`config.mk`:
```
export PLATFORM = sky130hd
export DESIGN_NAME = corr_energy_acc
export DESIGN_NICKNAME = d
export VERILOG_FILES = /design/src/rtl/acq_pkg.sv /design/src/rtl/chip_despreader.sv /design/src/rtl/corr_energy_acc.sv
export SDC_FILE = /design/constraint.sdc
export NUM_CORES = 1
export LEC_CHECK = 0
export ABC_AREA = 0
export BUFFER_PORTS_ARGS = -buffer_cell sky130_fd_sc_hd__buf_4
export CAP_MARGIN = 0
export CORE_UTILIZATION = 60
export DETAILED_ROUTE_END_ITERATION = 16
export MAX_ROUTING_LAYER = met4
export PLACE_DENSITY_LB_ADDON = 0.08
export SYNTH_ARGS = -nofsm -noshare
export SYNTH_HDL_FRONTEND = slang
export SYNTH_SLANG_ARGS = --single-unit
export TNS_END_PERCENT = 100
```
`constraint.sdc`:
```
create_clock -name clk -period 6.66 [get_ports clk]
set_input_delay 0.333 -clock clk [delete_from_list [all_inputs] [get_ports clk]]
set_output_delay 0.333 -clock clk [all_outputs]
set_load 0.03 [all_outputs]
```
`src/rtl/acq_pkg.sv`:
```
// Shared constants and helpers for the code-acquisition datapath
// (correlator, sync detector, PN generator).
package acq_pkg;
    localparam int DW       = 4;
    localparam int N        = 127;
    localparam int AW       = 11;
    localparam int CNT_W    = $clog2(N + 1);
    localparam int ENERGY_W = 20;
    localparam int SQ_W     = 2 * AW - 1;
    localparam int SUM_W    = SQ_W + 1;

    localparam logic [ENERGY_W-1:0] ENERGY_MAX = 20'hFFFFF;

    localparam logic [0:0] ST_WAIT_EPOCH = 1'b0;
    localparam logic [0:0] ST_ACCUM      = 1'b1;

    typedef logic signed [DW-1:0] sample_t;
    typedef logic signed [AW-1:0] acc_t;

    function automatic logic [ENERGY_W-1:0] sat_energy(input logic [SUM_W-1:0] s);
        return (s > SUM_W'(ENERGY_MAX)) ? ENERGY_MAX : s[ENERGY_W-1:0];
    endfunction
endpackage

```
`src/rtl/chip_despreader.sv`:
```
// One rail of the correlator: PN sign-select, period accumulator and
// end-of-period snapshot register.
module chip_despreader
    import acq_pkg::*;
(
    input  logic    clk,
    input  logic    rst,
    input  logic    clear_i,
    input  logic    load_i,
    input  logic    add_i,
    input  logic    last_i,
    input  logic    pn_bit_i,
    input  sample_t sample_i,
    output acc_t    acc_o,
    output acc_t    snap_o
);
    acc_t acc_q, acc_d;
    acc_t snap_q, snap_d;
    acc_t ext_w;
    acc_t term_w;
    acc_t sum_w;

    assign ext_w  = acc_t'(sample_i);
    assign term_w = pn_bit_i ? ext_w : -ext_w;
    assign sum_w  = acc_q + term_w;

    always_comb begin
        acc_d  = acc_q;
        snap_d = snap_q;
        if (clear_i) begin
            acc_d = '0;
        end else if (load_i) begin
            acc_d = term_w;
        end else if (add_i) begin
            if (last_i) begin
                // Snapshot includes the final chip; the accumulator is free for the next epoch.
                snap_d = sum_w;
                acc_d  = '0;
            end else begin
                acc_d = sum_w;
            end
        end
    end

    always_ff @(posedge clk) begin
        if (rst) begin
            acc_q  <= '0;
            snap_q <= '0;
        end else begin
            acc_q  <= acc_d;
            snap_q <= snap_d;
        end
    end

    assign acc_o  = acc_q;
    assign snap_o = snap_q;
endmodule

```
`src/rtl/corr_energy_acc.sv`:
```
// Despread-and-accumulate correlator: per-period I/Q correlation, then a
// two-stage square/sum/saturate pipeline producing one energy per period.
module corr_energy_acc
    import acq_pkg::*;
(
    input  logic                clk,
    input  logic                rst,
    input  logic                chip_valid,
    input  logic [DW-1:0]       rx_i,
    input  logic [DW-1:0]       rx_q,
    input  logic                pn_bit,
    input  logic                pn_epoch,
    input  logic                restart,
    output logic                result_ok,
    output logic [ENERGY_W-1:0] energy
);
    logic [0:0]          state_q, state_d;
    logic [CNT_W-1:0]    cnt_q, cnt_d;
    logic                v1_q, v1_d;
    logic                v2_q, v2_d;
    logic [SQ_W-1:0]     sq_i_q, sq_i_d;
    logic [SQ_W-1:0]     sq_q_q, sq_q_d;
    logic [ENERGY_W-1:0] energy_q, energy_d;
    logic                result_ok_q, result_ok_d;

    logic start_w, step_w, last_w;
    acc_t acc_i_w, acc_q_w, snap_i_w, snap_q_w;
    logic signed [SQ_W-1:0] ext_i_w, ext_q_w;
    logic [SUM_W-1:0] sum_w;

    // restart wins over any chip arriving in the same cycle
    assign start_w = (state_q == ST_WAIT_EPOCH) && chip_valid && pn_epoch && !restart;
    assign step_w  = (state_q == ST_ACCUM) && chip_valid && !restart;
    assign last_w  = step_w && (cnt_q == CNT_W'(N - 1));

    chip_despreader u_desp_i (
        .clk      (clk),
        .rst      (rst),
        .clear_i  (restart),
        .load_i   (start_w),
        .add_i    (step_w),
        .last_i   (last_w),
        .pn_bit_i (pn_bit),
        .sample_i (sample_t'(rx_i)),
        .acc_o    (acc_i_w),
        .snap_o   (snap_i_w)
    );

    chip_despreader u_desp_q (
        .clk      (clk),
        .rst      (rst),
        .clear_i  (restart),
        .load_i   (start_w),
        .add_i    (step_w),
        .last_i   (last_w),
        .pn_bit_i (pn_bit),
        .sample_i (sample_t'(rx_q)),
        .acc_o    (acc_q_w),
        .snap_o   (snap_q_w)
    );

    always_comb begin
        state_d = state_q;
        cnt_d   = cnt_q;
        if (restart) begin
            state_d = ST_WAIT_EPOCH;
            cnt_d   = '0;
        end else if (start_w) begin
            state_d = ST_ACCUM;
            cnt_d   = CNT_W'(1);
        end else if (last_w) begin
            state_d = ST_WAIT_EPOCH;
            cnt_d   = '0;
        end else if (step_w) begin
            cnt_d = cnt_q + CNT_W'(1);
        end
    end

    // |snap| <= 1024, so the low SQ_W bits of the signed product are the exact square.
    assign ext_i_w = SQ_W'(snap_i_w);
    assign ext_q_w = SQ_W'(snap_q_w);
    assign sum_w   = {1'b0, sq_i_q} + {1'b0, sq_q_q};

    always_comb begin
        v1_d        = last_w;
        v2_d        = v1_q && !restart;
        sq_i_d      = v1_q ? $unsigned(ext_i_w * ext_i_w) : sq_i_q;
        sq_q_d      = v1_q ? $unsigned(ext_q_w * ext_q_w) : sq_q_q;
        energy_d    = v2_q ? sat_energy(sum_w) : energy_q;
        result_ok_d = v2_q;
    end

    always_ff @(posedge clk) begin
        if (rst) begin
            state_q     <= ST_WAIT_EPOCH;
            cnt_q       <= '0;
            v1_q        <= 1'b0;
            v2_q        <= 1'b0;
            sq_i_q      <= '0;
            sq_q_q      <= '0;
            energy_q    <= '0;
            result_ok_q <= 1'b0;
        end else begin
            state_q     <= state_d;
            cnt_q       <= cnt_d;
            v1_q        <= v1_d;
            v2_q        <= v2_d;
            sq_i_q      <= sq_i_d;
            sq_q_q      <= sq_q_d;
            energy_q    <= energy_d;
            result_ok_q <= result_ok_d;
        end
    end

    assign result_ok = result_ok_q;
    assign energy    = energy_q;
endmodule
```
==> impl_metrics.sql, run 1 <==
INSERT INTO impl_metrics (metric_group, metric, value, unit) VALUES
('yosys', 'synth-edff-count', '0', ''),
('routing', 'wirelength', '29500', 'um'),
('timing', 'final.min_clock_period', '5540', 'ps'),
('setup_path', 'cp.buffers_inverters', '5', ''),
('grt', 'first_pass_grt_wire_length', '51900', 'um'),
('yosys', 'synthesis.area_per_instance', '8.71', 'um^2'),
('final_layout', 'multi_input_comb_area', '0.0105', 'mm^2'),
('clock_network', 'clock_tree_from_tritoncts', 'yes', ''),
('routing', 'detail_route.vias_per_cell', '5.50', ''),
('grt', 'largest_net_degree_at_the_start_of_global_routing', '84', ''),
('floorplan', 'floorplan.die_area', '0.0242', 'mm^2'),
('timing', 'slew-limit-headroom', '0.205', ''),
('floorplan', 'num_rows', '55', ''),
('yosys', 'synth.lib_cells_used.distinct', '73', ''),
('yosys', 'synth_top_area_frac', '0.288', ''),
('clock_network', 'maximum_level_of_the_cts_h_tree', '4', ''),
('timing', 'transition_time_at_the_pin_with_the_least_slew_margin', '1190', 'ps'),
('placed_design', 'numPortBuffers', '34', ''),
('setup_path', 'setup.worst_path.start_class', 'flop', ''),
('grt', 'grt.total_usage', '0.277', ''),
('yosys', 'synth_common_cells', '291 x inv_1, 203 x fa_1, 155 x nand2_1', ''),
('yosys', 'yosys.area.top_type', 'fa_1', ''),
('worst_hold_path', 'worst_hold_path_class', 'input pin to flop', ''),
('setup_path', 'required', '6920', 'ps'),
('clock_network', 'cts-hold-fix-buffers', '0', ''),
('setup_path', 'crit_path_max_incr_delay', '540', 'ps'),
('final_layout', 'layout.cell_area.non_filler', '0.0152', 'mm^2'),
('yosys', 'synth.yosys.warnings', '0', ''),
('final_layout', 'layout.nets', '1970', ''),
('timing', 'fmax', '0.181', 'GHz'),
('clock_network', 'worstSkewPairLatency', '430', 'ps'),
('clock_network', 'clkTransAtPathRegs', '60', 'ps'),
('setup_path', 'cp_max_fo', '10', ''),
('setup_path', 'critPathTopFamily', 'adder cells', ''),
('pwr', 'cellPowerDensity', '114', 'mW/mm^2'),
('worst_hold_path', 'hold_start', 'rx_q[0]', ''),
('yosys', 'post_synth_arst_share', '0', ''),
('job', 'max-cap-violations', '0', ''),
('yosys', 'syn-num-nets', '1970', ''),
('floorplan', 'floorplan.die.height', '155', 'um'),
('floorplan', 'initial_core_util', '0.619', ''),
('grt', 'grt.overflow.total', '0', ''),
('yosys', 'synth_area', '0.0141', 'mm^2'),
('clock_network', 'numCtsBuffers', '17', ''),
('routing', 'drt_first_iter_violations', '505', ''),
('routing', 'detailroute.via_count', '10700', ''),
('final_layout', 'final_layout_size_suffix_gt1_frac', '0.0587', ''),
('yosys', 'yosys_most_used_dff', 'dfxtp_1', ''),
('final_layout', 'final_core_util', '0.665', ''),
('setup_path', 'critical_path.startpoint', 'u_desp_i.snap_o[6]', ''),
('clock_network', 'post_cts_resize_count', '0', ''),
('pwr', 'ir_worst_vdd', '0.000151', 'V'),
('yosys', 'synth.top_cells.by_area', 'fa_1 29%, dfxtp_1 16%, ha_1 12%, inv_1 7.7%, nand2_1 4.1%', ''),
('placed_design', 'placedInstanceArea', '0.0146', 'mm^2'),
('yosys', 'fraction_of_the_yosys_area_taken_by_sequential_cells', '0.163', ''),
('setup_path', 'critical_path.reg2reg.startpoint', 'u_desp_i.snap_o[6]', ''),
('setup_path', 'worstSetupEndpointType', 'flop', ''),
('timing', 'slew_viol_final', '0', ''),
('clock_network', 'cts_root_buffer', 'clkbuf_16', ''),
('setup_path', 'crit_chain', 'inv_1 -> nor2_1 -> inv_1 -> fa_1 -> fa_1 -> inv_1 -> fa_1 -> fa_1 -> inv_1 -> fa_1 -> inv_1 -> ha_1 -> o21a_1 -> o21ai_0 -> a221oi_1 -> o31a_1 -> or3_1 -> nand3_1 -> a21oi_1', ''),
('timing', 'hold_viol', '0', ''),
('timing', 'worst_clock_skew', '11.2', 'ps'),
('yosys', 'ys_ff_latch', '115', ''),
('timing', 'final.setup.tns', '0', 'ps'),
('clock_network', 'clock_tree.buffer_depth', '2', ''),
('clock_network', 'post_cts_buffers', '0', ''),
('placed_design', 'place_ws', '1140', 'ps'),
('status', 'run_status', 'finished, final reports clean', ''),
('routing', 'final_antenna_net_count', '0', ''),
('setup_path', 'arrival', '5800', 'ps'),
('timing', 'final.hold.worst_slack', '253', 'ps');
==> final cells by class <==
class	instances	share of cell area
Clock buffer	18	0.0289
Multi-Input combinational cell	1157	0.692
Inverter	291	0.0719
Timing Repair Buffer	40	0.0198
Sequential cell	115	0.152
Antenna cell	1	0.000165
Clock inverter	14	0.00989
Tap cell	313	0.0258
==> where the power goes <==
group | total [mW] | switching, mW | internal, mW
combinational | 0.116 | 0.0740 | 0.0417
clock | 0.925 | 0.361 | 0.564
sequential | 0.694 | 0.00236 | 0.691
==> through the flow <==
step                      std cells  total power [mW]
final                          1949              1.73
after floorplan                1622             0.790
after CTS                      1948              1.75
after global routing           1949              1.80
after global placement         1916             0.822
after detailed placement       1916             0.824
==> final timing paths <==
| check | to | slack (ps) | cells past startpoint |
|---|---|---|---|
| worst max register to register | sq_i_q[16] | 1120 | 19 |
| worst min-delay path | u_desp_q.acc_o[0] | 250 | 3 |
| worst max-delay path | sq_i_q[16] | 1120 | 19 |
| worst min register to register | sq_i_q[18] | 470 | 2 |
==> cells by family after synthesis <==
group                    after synthesis  share of synthesized area
multiplexers                          23                     0.0166
flip-flops                           115                      0.163
AND/OR/NAND/NOR                      455                      0.149
buffers and inverters                350                     0.0940
XOR/XNOR                              76                     0.0471
AO/OA/AOI/OAI                        269                      0.127
adder cells (fa/ha/maj)              334                      0.403
==> worst reg2reg max path, stage by stage (launching register included) <==
cell,delay (ps)
dfxtp_1,540
inv_1,180
nor2_1,210
inv_1,80
fa_1,450
fa_1,490
inv_1,50
fa_1,500
fa_1,540
inv_1,50
fa_1,530
inv_1,50
ha_1,330
o21a_1,130
o21ai_0,280
a221oi_1,190
o31a_1,310
or3_1,300
nand3_1,90
a21oi_1,70
==> registers in the layout, summed over array words and instances, names as in the netlist, 7 cells and up <==
name	count
energy	20
sq_i_q	20
sq_q_q	20
u_desp_i.acc_o	11
u_desp_i.snap_o	11
u_desp_q.acc_o	11
u_desp_q.snap_o	11
cnt_q	7
==> layout by cell type (no fill, tap or decap), drive strengths merged, types with 4 or more instances in the layout <==
cell,count
nor2b,19
a41oi,5
clkbuf,18
o21a,16
a22oi,11
mux2i,20
ha,131
o21ai,46
nand3b,4
fa,203
a21o,17
dfxtp,115
a211o,5
nand2,155
nor4,4
o211ai,6
nand3,24
clkinv,4
nand4,6
or3,11
nor3,27
a221oi,4
and3,5
nand2b,7
a31oi,12
a21oi,82
nor2,135
buf,40
xnor2,49
a211oi,33
inv,296
o21bai,6
and2,48
xor2,27
==> per-layer routing <==
| metal | share of wire | GRT usage |
|---|---|---|
| met2 | 0.49 | 0.461 |
| met5 | 0 | - |
| met3 | 0.033 | 0.0365 |
| met1 | 0.46 | 0.362 |
| met4 | 0.013 | 0.0635 |
No activity file was read; power rests on OpenSTA's default activity.
==> inputs of run 2 (changes only) <==
--- a/config.mk
+++ b/config.mk
@@ -8,7 +8,7 @@
 export ABC_AREA = 0
 export BUFFER_PORTS_ARGS = -buffer_cell sky130_fd_sc_hd__buf_4
 export CAP_MARGIN = 0
-export CORE_UTILIZATION = 60
+export CORE_UTILIZATION = 59
 export DETAILED_ROUTE_END_ITERATION = 16
 export MAX_ROUTING_LAYER = met4
 export PLACE_DENSITY_LB_ADDON = 0.08
==> constraint.sdc (replaced) <==
create_clock -name clk -period 4.65 [get_ports clk]
set_input_delay 0.2325 -clock clk [delete_from_list [all_inputs] [get_ports clk]]
set_output_delay 0.2325 -clock clk [all_outputs]
set_load 0.03 [all_outputs]
==> run 2 against run 1 <==
The flow now finishes with violations (setup timing). Routed wire length is 12% higher. Die area increased by 1.7%. Combinational power rose by 43%. Flip-flop and latch count unchanged. Total power up 45%. Critical path depth decreased by 1. Worst setup slack worse by 1300 ps. Core utilization up 7.3 points. Clock skew is 2.8 ps higher. Clock power is 48% higher. Via count increased by 8.8%.
==> impl_metrics.sql, run 2 (synthesis gave the netlist of run 1 again) <==
INSERT INTO impl_metrics (metric_group, metric, value, unit) VALUES
('status', 'run_status', 'finished with violations', ''),
('status', 'violated_checks', 'setup timing', ''),
('setup_path', 'critPathTopFamily', 'adder cells', ''),
('final_layout', 'layout.nets', '2161', ''),
('setup_path', 'arrival', '5120', 'ps'),
('floorplan', 'num_rows', '56', ''),
('setup_path', 'crit_path_max_incr_delay', '540', 'ps'),
('pwr', 'ir_worst_vdd', '0.000166', 'V'),
('routing', 'post_drt_wl_per_cell', '15.4', 'um'),
('clock_network', 'cts-hold-fix-buffers', '0', ''),
('pwr', 'p_leak', '8.30', 'nW'),
('grt', 'largest_net_degree_at_the_start_of_global_routing', '56', ''),
('pwr', 'intPower', '1.93', 'mW'),
('setup_path', 'criticalPathCategory', 'flop to flop', ''),
('final_layout', 'final_core_util', '0.738', ''),
('floorplan', 'floorplan.die.height', '157', 'um'),
('worst_hold_path', 'holdPathEnd', 'u_desp_i.acc_o[0]', ''),
('grt', 'grt_antenna_before_repair', '0', ''),
('setup_path', 'timing.critical_path.mode_cell', 'fa_1', ''),
('clock_network', 'worstSkewPairLatency', '430', 'ps'),
('final_layout', 'layout_commonest_cell', 'inv_1', ''),
('setup_path', 'critPathSlowestCell', 'fa_1', ''),
('pwr', 'seqPwrFrac', '0.391', ''),
('placed_design', 'place_ws', '-339', 'ps'),
('routing', 'wirelength', '33100', 'um'),
('grt', 'grt_pass1_vias', '12000', ''),
('setup_path', 'rrSetupSlack', '-170', 'ps'),
('routing', 'detail_route.first_pass.iterations', '7', ''),
('routing', 'final_antenna_net_count', '0', ''),
('timing', 'fmax', '0.207', 'GHz'),
('routing', 'drt_first_iter_violations', '681', ''),
('timing', 'hold_viol', '0', ''),
('clock_network', 'maximum_level_of_the_cts_h_tree', '4', ''),
('timing', 'grt_setup_unrepaired', 'yes', ''),
('setup_path', 'required', '4950', 'ps'),
('timing', 'slew-limit-headroom', '0.245', ''),
('pwr', 'power.switching_fraction', '0.233', ''),
('clock_network', 'clkTransAtPathRegs', '60', 'ps'),
('timing', 'fin_crit_share', '1.04', ''),
('setup_path', 'cp.buffers_inverters', '4', ''),
('setup_path', 'crit_chain', 'and2_4 -> inv_2 -> fa_1 -> fa_1 -> inv_1 -> fa_1 -> fa_1 -> inv_1 -> fa_1 -> inv_2 -> ha_4 -> or3_4 -> o22a_1 -> o311ai_4 -> a21boi_2 -> a221oi_2 -> xor2_1 -> o21ai_1', ''),
('final_layout', 'fillCellCount', '1834', ''),
('setup_path', 'worst-path-stages', '18', ''),
('final_layout', 'final_cell_mix', '271 x inv_1, 217 x buf_4, 193 x fa_1', ''),
('pwr', 'share_clk_of_total_power', '0.543', ''),
('grt', 'grt.total_usage', '0.298', ''),
('timing', 'worst_clock_skew', '13.9', 'ps'),
('job', 'max-cap-violations', '0', ''),
('placed_design', 'numPortBuffers', '34', ''),
('clock_network', 'clock_tree_from_tritoncts', 'yes', ''),
('placed_design', 'gp_congestion', '0.879', ''),
('setup_path', 'r2r-end', 'sq_i_q[19]', ''),
('setup_path', 'critical_path.reg2reg.startpoint', 'u_desp_i.snap_o[3]', ''),
('routing', 'route.detailed.drc', '0', ''),
('pwr', 'power.net_switching', '0.588', 'mW'),
('timing', 'total_of_endpoints_with_negative_setup_slack_in_the_final_report', '14', ''),
('timing', 'finalWorstSetupSlack', '-170', 'ps'),
('timing', 'transition_time_at_the_pin_with_the_least_slew_margin', '1130', 'ps'),
('grt', 'first_pass_grt_wire_length', '56000', 'um'),
('setup_path', 'cp_max_fo', '5', ''),
('timing', 'slew_viol_final', '0', ''),
('floorplan', 'number_of_i_o_pins', '35', ''),
('floorplan', 'die_x', '157', 'um'),
('timing', 'final.min_clock_period', '4820', 'ps'),
('routing', 'detail_route.vias_per_cell', '5.44', ''),
('setup_path', 'setup.worst_path.start_class', 'flop', ''),
('worst_hold_path', 'hold_start', 'rx_i[0]', ''),
('setup_path', 'worstRegToRegCells', '18', ''),
('timing', 'final.hold.worst_slack', '147', 'ps'),
('worst_hold_path', 'hold_path_depth', '3', ''),
('clock_network', 'clock_tree.buffer_depth', '2', ''),
('grt', 'grt.overflow.total', '0', ''),
('final_layout', 'antenna_cells_inserted', '0', ''),
('pwr', 'cellPowerDensity', '145', 'mW/mm^2'),
('pwr', 'pwr-share-comb', '0.066', ''),
('setup_path', 'worstSetupEndpointType', 'flop', ''),
('routing', 'detailroute.via_count', '11700', ''),
('clock_network', 'number_of_sinks_driven_by_the_clock_tree', '115', ''),
('placed_design', 'dpl.hpwl', '26200', 'um'),
('floorplan', 'floorplan.die_area', '0.0246', 'mm^2'),
('worst_hold_path', 'worst_hold_path_class', 'input pin to flop', ''),
('final_layout', 'layout-area-overhead-vs-synth', '22.5', '%'),
('floorplan', 'initial_core_util', '0.602', ''),
('final_layout', 'final_layout_size_suffix_gt1_frac', '0.230', ''),
('floorplan', 'floorplan.core_area', '0.0235', 'mm^2'),
('clock_network', 'cts_root_buffer', 'clkbuf_16', ''),
('clock_network', 'numCtsBuffers', '17', '');
run 2: worst register-to-register path: cells and delay by family (launching register included):
family	cells	cell delay, ps
compound gates	5	820
buf+inv	4	190
simple gates	2	530
flops	1	380
xor+xnor	1	180
fa+ha+maj	6	2610
run 2: area by class of cell:
type                       instances  area, um^2  share of cell area
multi-input combinational       1157       11100               0.639
sequential                       115        2370               0.137
timing repair buffer             231        1800               0.104
inverter                         291        1100              0.0637
clock buffer                      24         492              0.0284
tap                              319         399              0.0231
clock inverter                     5         100             0.00578
run 2: metrics by stage:
step	cells	TNS, ps	power, mW	area [um^2]
after floorplan	1622	-356	1.13	14500
after global placement	2100	-2440	1.17	16100
after detailed placement	2100	-3690	1.18	16100
after CTS	2136	-1070	2.53	17100
after global routing	2142	-4670	2.59	17300
final	2142	-1380	2.52	17300
run 2: layer usage:
| layer | global-route usage | part of all wire | vias up |
|---|---|---|---|
| met3 | 0.0490 | 0.049 | 53 |
| met5 | - | 0 | - |
| met4 | 0.0658 | 0.018 | 0 |
| li1 | - | - | 5623 |
| met2 | 0.501 | 0.50 | 252 |
| met1 | 0.376 | 0.44 | 5733 |
run 2: worst max-delay path by stage:
stage                  startpoint          to  slack (ps)
2_1_floorplan  u_desp_i.snap_o[6]  sq_i_q[19]        -100
3_3_place_gp   u_desp_i.snap_o[5]  sq_i_q[17]        -260
3_5_place_dp   u_desp_i.snap_o[5]  sq_i_q[17]        -340
4_1_cts        u_desp_q.snap_o[7]  sq_q_q[18]        -160
5_1_grt        u_desp_i.snap_o[3]  sq_i_q[19]        -360
6_report       u_desp_i.snap_o[3]  sq_i_q[19]        -170
run 2: power by group through the flow:
stage	combinational, mW	sequential (mW)	clock [mW]
floorplan	0.117	1.01	0
global placement	0.158	1.01	0
CTS	0.164	0.987	1.37
detailed placement	0.163	1.02	0
finish	0.166	0.986	1.37
global route	0.184	0.986	1.42
run 2: timing repair:
action | 4_1_cts | 5_1_grt
gates resized for setup | 91 | 55
buffers inserted | 7 | 8
pin swaps | 51 | 52
setup endpoints to repair | 19 | 23
==> inputs of run 3 (changes only) <==
--- a/config.mk
+++ b/config.mk
@@ -8,7 +8,9 @@
 export ABC_AREA = 0
 export BUFFER_PORTS_ARGS = -buffer_cell sky130_fd_sc_hd__buf_4
 export CAP_MARGIN = 0
-export CORE_UTILIZATION = 59
+export CELL_PAD_IN_SITES_DETAIL_PLACEMENT = 0
+export CELL_PAD_IN_SITES_GLOBAL_PLACEMENT = 1
+export CORE_UTILIZATION = 46
 export DETAILED_ROUTE_END_ITERATION = 16
 export MAX_ROUTING_LAYER = met4
 export PLACE_DENSITY_LB_ADDON = 0.08
==> run 3 against run 2 <==
The run still ends with setup timing left. First-iteration DRC count fell by 42%. Register-to-register slack hardly changed. Routed wire length is 4.1% higher. Final area rose by 2.6%. Flip-flop and latch count unchanged. Worst hold slack got worse by 25 ps. Total power up 4.9%. Fmax hardly changed. Count of clock-buffer cells in the layout shrank 7. Sequential share of layout area shrank 0.29 points. Worst setup slack better by 3.5 ps. Largest cell class unchanged.
==> impl_metrics.sql, run 3 (synthesis gave the netlist of run 1 again) <==
INSERT INTO impl_metrics (metric_group, metric, value, unit) VALUES
('status', 'run_status', 'finished with violations', ''),
('status', 'violated_checks', 'setup timing', ''),
('clock_network', 'clock_tree_from_tritoncts', 'yes', ''),
('routing', 'detail_route.first_pass.iterations', '5', ''),
('routing', 'detailroute.via_count', '11500', ''),
('setup_path', 'worstRegToRegCells', '17', ''),
('pwr', 'power.switching_fraction', '0.245', ''),
('pwr', 'seqPwrFrac', '0.372', ''),
('placed_design', 'gp_congestion', '0.860', ''),
('grt', 'grtUsageMet2', '0.391', ''),
('final_layout', 'final_cell_mix', '269 x inv_1, 234 x buf_4, 187 x fa_1', ''),
('routing', 'drt_first_iter_violations', '398', ''),
('timing', 'hold_viol', '0', ''),
('pwr', 'cellPowerDensity', '149', 'mW/mm^2'),
('pwr', 'pwr-share-comb', '0.063', ''),
('routing', 'detail_route.vias_per_cell', '5.12', ''),
('final_layout', 'layout_commonest_cell', 'inv_1', ''),
('clock_network', 'maximum_level_of_the_cts_h_tree', '4', ''),
('clock_network', 'clock_tree.buffer_depth', '2', ''),
('final_layout', 'final-instance-count-excl-fill', '2240', ''),
('floorplan', 'initial_core_util', '0.472', ''),
('pwr', 'ir_worst_vdd', '0.000215', 'V'),
('floorplan', 'number_of_i_o_pins', '35', ''),
('floorplan', 'floorplan.core_area', '0.0300', 'mm^2'),
('timing', 'final.min_clock_period', '4820', 'ps'),
('worst_hold_path', 'holdPathEnd', 'u_desp_q.snap_o[1]', ''),
('timing', 'transition_time_at_the_pin_with_the_least_slew_margin', '1200', 'ps'),
('grt', 'largest_net_degree_at_the_start_of_global_routing', '71', ''),
('setup_path', 'setup.worst_path.start_class', 'flop', ''),
('pwr', 'p_leak', '8.49', 'nW'),
('setup_path', 'cp.buffers_inverters', '3', ''),
('placed_design', 'numPortBuffers', '34', ''),
('clock_network', 'worstSkewPairLatency', '440', 'ps'),
('setup_path', 'crit_path_max_incr_delay', '530', 'ps'),
('final_layout', 'layout.nets', '2185', ''),
('clock_network', 'numCtsBuffers', '17', ''),
('placed_design', 'placedInstanceArea', '0.0163', 'mm^2'),
('timing', 'slew-limit-headroom', '0.197', ''),
('placed_design', 'place_ws', '-335', 'ps'),
('worst_hold_path', 'hold_start', 'rst', ''),
('final_layout', 'layout-area-overhead-vs-synth', '25.7', '%'),
('job', 'max-cap-violations', '0', ''),
('setup_path', 'critPathSlowestCell', 'fa_1', ''),
('timing', 'fin_crit_share', '1.04', ''),
('floorplan', 'die_x', '177', 'um'),
('floorplan', 'num_rows', '63', ''),
('grt', 'grt_pass1_vias', '11900', ''),
('pwr', 'power.net_switching', '0.648', 'mW'),
('routing', 'wirelength', '34400', 'um'),
('floorplan', 'floorplan.die.height', '177', 'um'),
('grt', 'first_pass_grt_wire_length', '57700', 'um'),
('final_layout', 'layout.cell_area.non_filler', '0.0178', 'mm^2'),
('timing', 'finalWorstSetupSlack', '-167', 'ps'),
('clock_network', 'cts-hold-fix-buffers', '0', ''),
('placed_design', 'dpl.hpwl', '27100', 'um'),
('grt', 'grt_antenna_before_repair', '0', ''),
('clock_network', 'number_of_sinks_driven_by_the_clock_tree', '115', ''),
('setup_path', 'rrSetupSlack', '-170', 'ps'),
('timing', 'slew_viol_final', '0', ''),
('final_layout', 'multi_input_comb_area', '0.0111', 'mm^2'),
('clock_network', 'cts_root_buffer', 'clkbuf_16', ''),
('final_layout', 'fillCellCount', '2763', ''),
('grt', 'global_route_met3_utilization', '0.0343', ''),
('setup_path', 'critPathTopFamily', 'adder cells', ''),
('setup_path', 'criticalPathCategory', 'flop to flop', ''),
('setup_path', 'required', '5020', 'ps'),
('grt', 'grt.overflow.total', '0', ''),
('routing', 'final_antenna_net_count', '0', ''),
('setup_path', 'crit_chain', 'buf_6 -> and2_4 -> fa_1 -> fa_1 -> fa_1 -> fa_1 -> inv_1 -> fa_1 -> inv_2 -> ha_4 -> o2111a_1 -> o21a_1 -> o41a_1 -> a31oi_4 -> nand3b_1 -> a211o_1 -> a21oi_2', ''),
('worst_hold_path', 'worst_hold_path_class', 'input pin to flop', ''),
('placed_design', 'place.detailed.instances', '2183', ''),
('pwr', 'power', '2.64', 'mW'),
('setup_path', 'timing.critical_path.mode_cell', 'fa_1', ''),
('setup_path', 'worstSetupEndpointType', 'flop', ''),
('pwr', 'intPower', '1.99', 'mW'),
('setup_path', 'critical_path.reg2reg.startpoint', 'u_desp_q.snap_o[2]', ''),
('routing', 'post_drt_wl_per_cell', '15.4', 'um'),
('grt', 'grt.total_usage', '0.240', ''),
('pwr', 'share_clk_of_total_power', '0.565', ''),
('grt', 'grt_busiest_layer', 'met2', ''),
('floorplan', 'floorplan.die_area', '0.0314', 'mm^2'),
('timing', 'fmax', '0.208', 'GHz'),
('worst_hold_path', 'hold_path_depth', '2', ''),
('final_layout', 'layout.area.seq', '0.00238', 'mm^2'),
('final_layout', 'final_layout_size_suffix_gt1_frac', '0.252', ''),
('setup_path', 'cp_max_fo', '5', ''),
('timing', 'grt_setup_unrepaired', 'yes', ''),
('setup_path', 'r2r-end', 'sq_q_q[18]', ''),
('routing', 'route.detailed.drc', '0', ''),
('timing', 'total_of_endpoints_with_negative_setup_slack_in_the_final_report', '13', ''),
('timing', 'worst_clock_skew', '11.7', 'ps'),
('setup_path', 'arrival', '5180', 'ps'),
('grt', 'global_route.usage.met1', '0.321', ''),
('final_layout', 'antenna_cells_inserted', '0', ''),
('clock_network', 'clkTransAtPathRegs', '60', 'ps');
-- run 3: timing repair --
action	in CTS	in global routing
endpoints found under the setup margin	19	23
setup buffers	11	14
pin swaps	69	59
resized for setup	104	81
-- run 3: per-stage QoR --
| step | util | TNS, ps | hold slack [ps] |
|---|---|---|---|
| after CTS | 0.580 | -1270 | 101 |
| after global placement | 0.545 | -3240 | 445 |
| final | 0.593 | -1270 | 122 |
| after floorplan | - | -356 | 429 |
| after detailed placement | 0.545 | -4220 | 449 |
| after global routing | 0.593 | -4520 | 127 |
-- run 3: worst max path at each step --
stage                              from    endpoint  slack (ps)  depth (start not counted)
finish               u_desp_q.snap_o[2]  sq_q_q[18]        -170                         17
global route         u_desp_i.snap_o[2]  sq_i_q[19]        -360                         16
CTS                  u_desp_q.snap_o[5]  sq_q_q[18]        -160                         17
detailed placement  u_desp_i.snap_o[10]  sq_i_q[17]        -330                         18
global placement     u_desp_i.snap_o[7]  sq_i_q[17]        -300                         17
floorplan            u_desp_i.snap_o[6]  sq_i_q[19]        -100                         20
-- run 3: cell type report --
cell class / instances / share of cell area
well taps: 390 / 0.0275
flip-flops and latches: 115 / 0.134
clock inverters: 15 / 0.0130
inverters: 291 / 0.0620
repair buffers: 255 / 0.113
clock buffers: 17 / 0.0239
multi-input cells: 1157 / 0.627
-- run 3: power by group through the flow --
stage          registers (mW)  clock network [mW]  logic [mW]
2_1_floorplan            1.01                   0       0.117
3_3_place_gp             1.01                   0       0.165
3_5_place_dp             1.01                   0       0.167
4_1_cts                 0.986                1.53       0.168
5_1_grt                 0.982                1.57       0.187
6_report                0.982                1.49       0.166
-- run 3: metal layers --
metal,wire [um],up-vias,share of wire
met5,0,-,0
met4,336,0,0.0098
met3,1010,24,0.029
met2,16600,135,0.48
met1,16500,5650,0.48
li1,-,5670,-
-- run 3: worst register-to-register path, stage by stage (launching register included) --
cell and delay (ps):
dfxtp_4 380, buf_6 140, and2_4 140, fa_1 530, fa_1 450, fa_1 520, fa_1 500, inv_1 50
fa_1 480, inv_2 50, ha_4 300, o2111a_1 190, o21a_1 110, o41a_1 230, a31oi_4 130, nand3b_1 180
a211o_1 270, a21oi_2 110
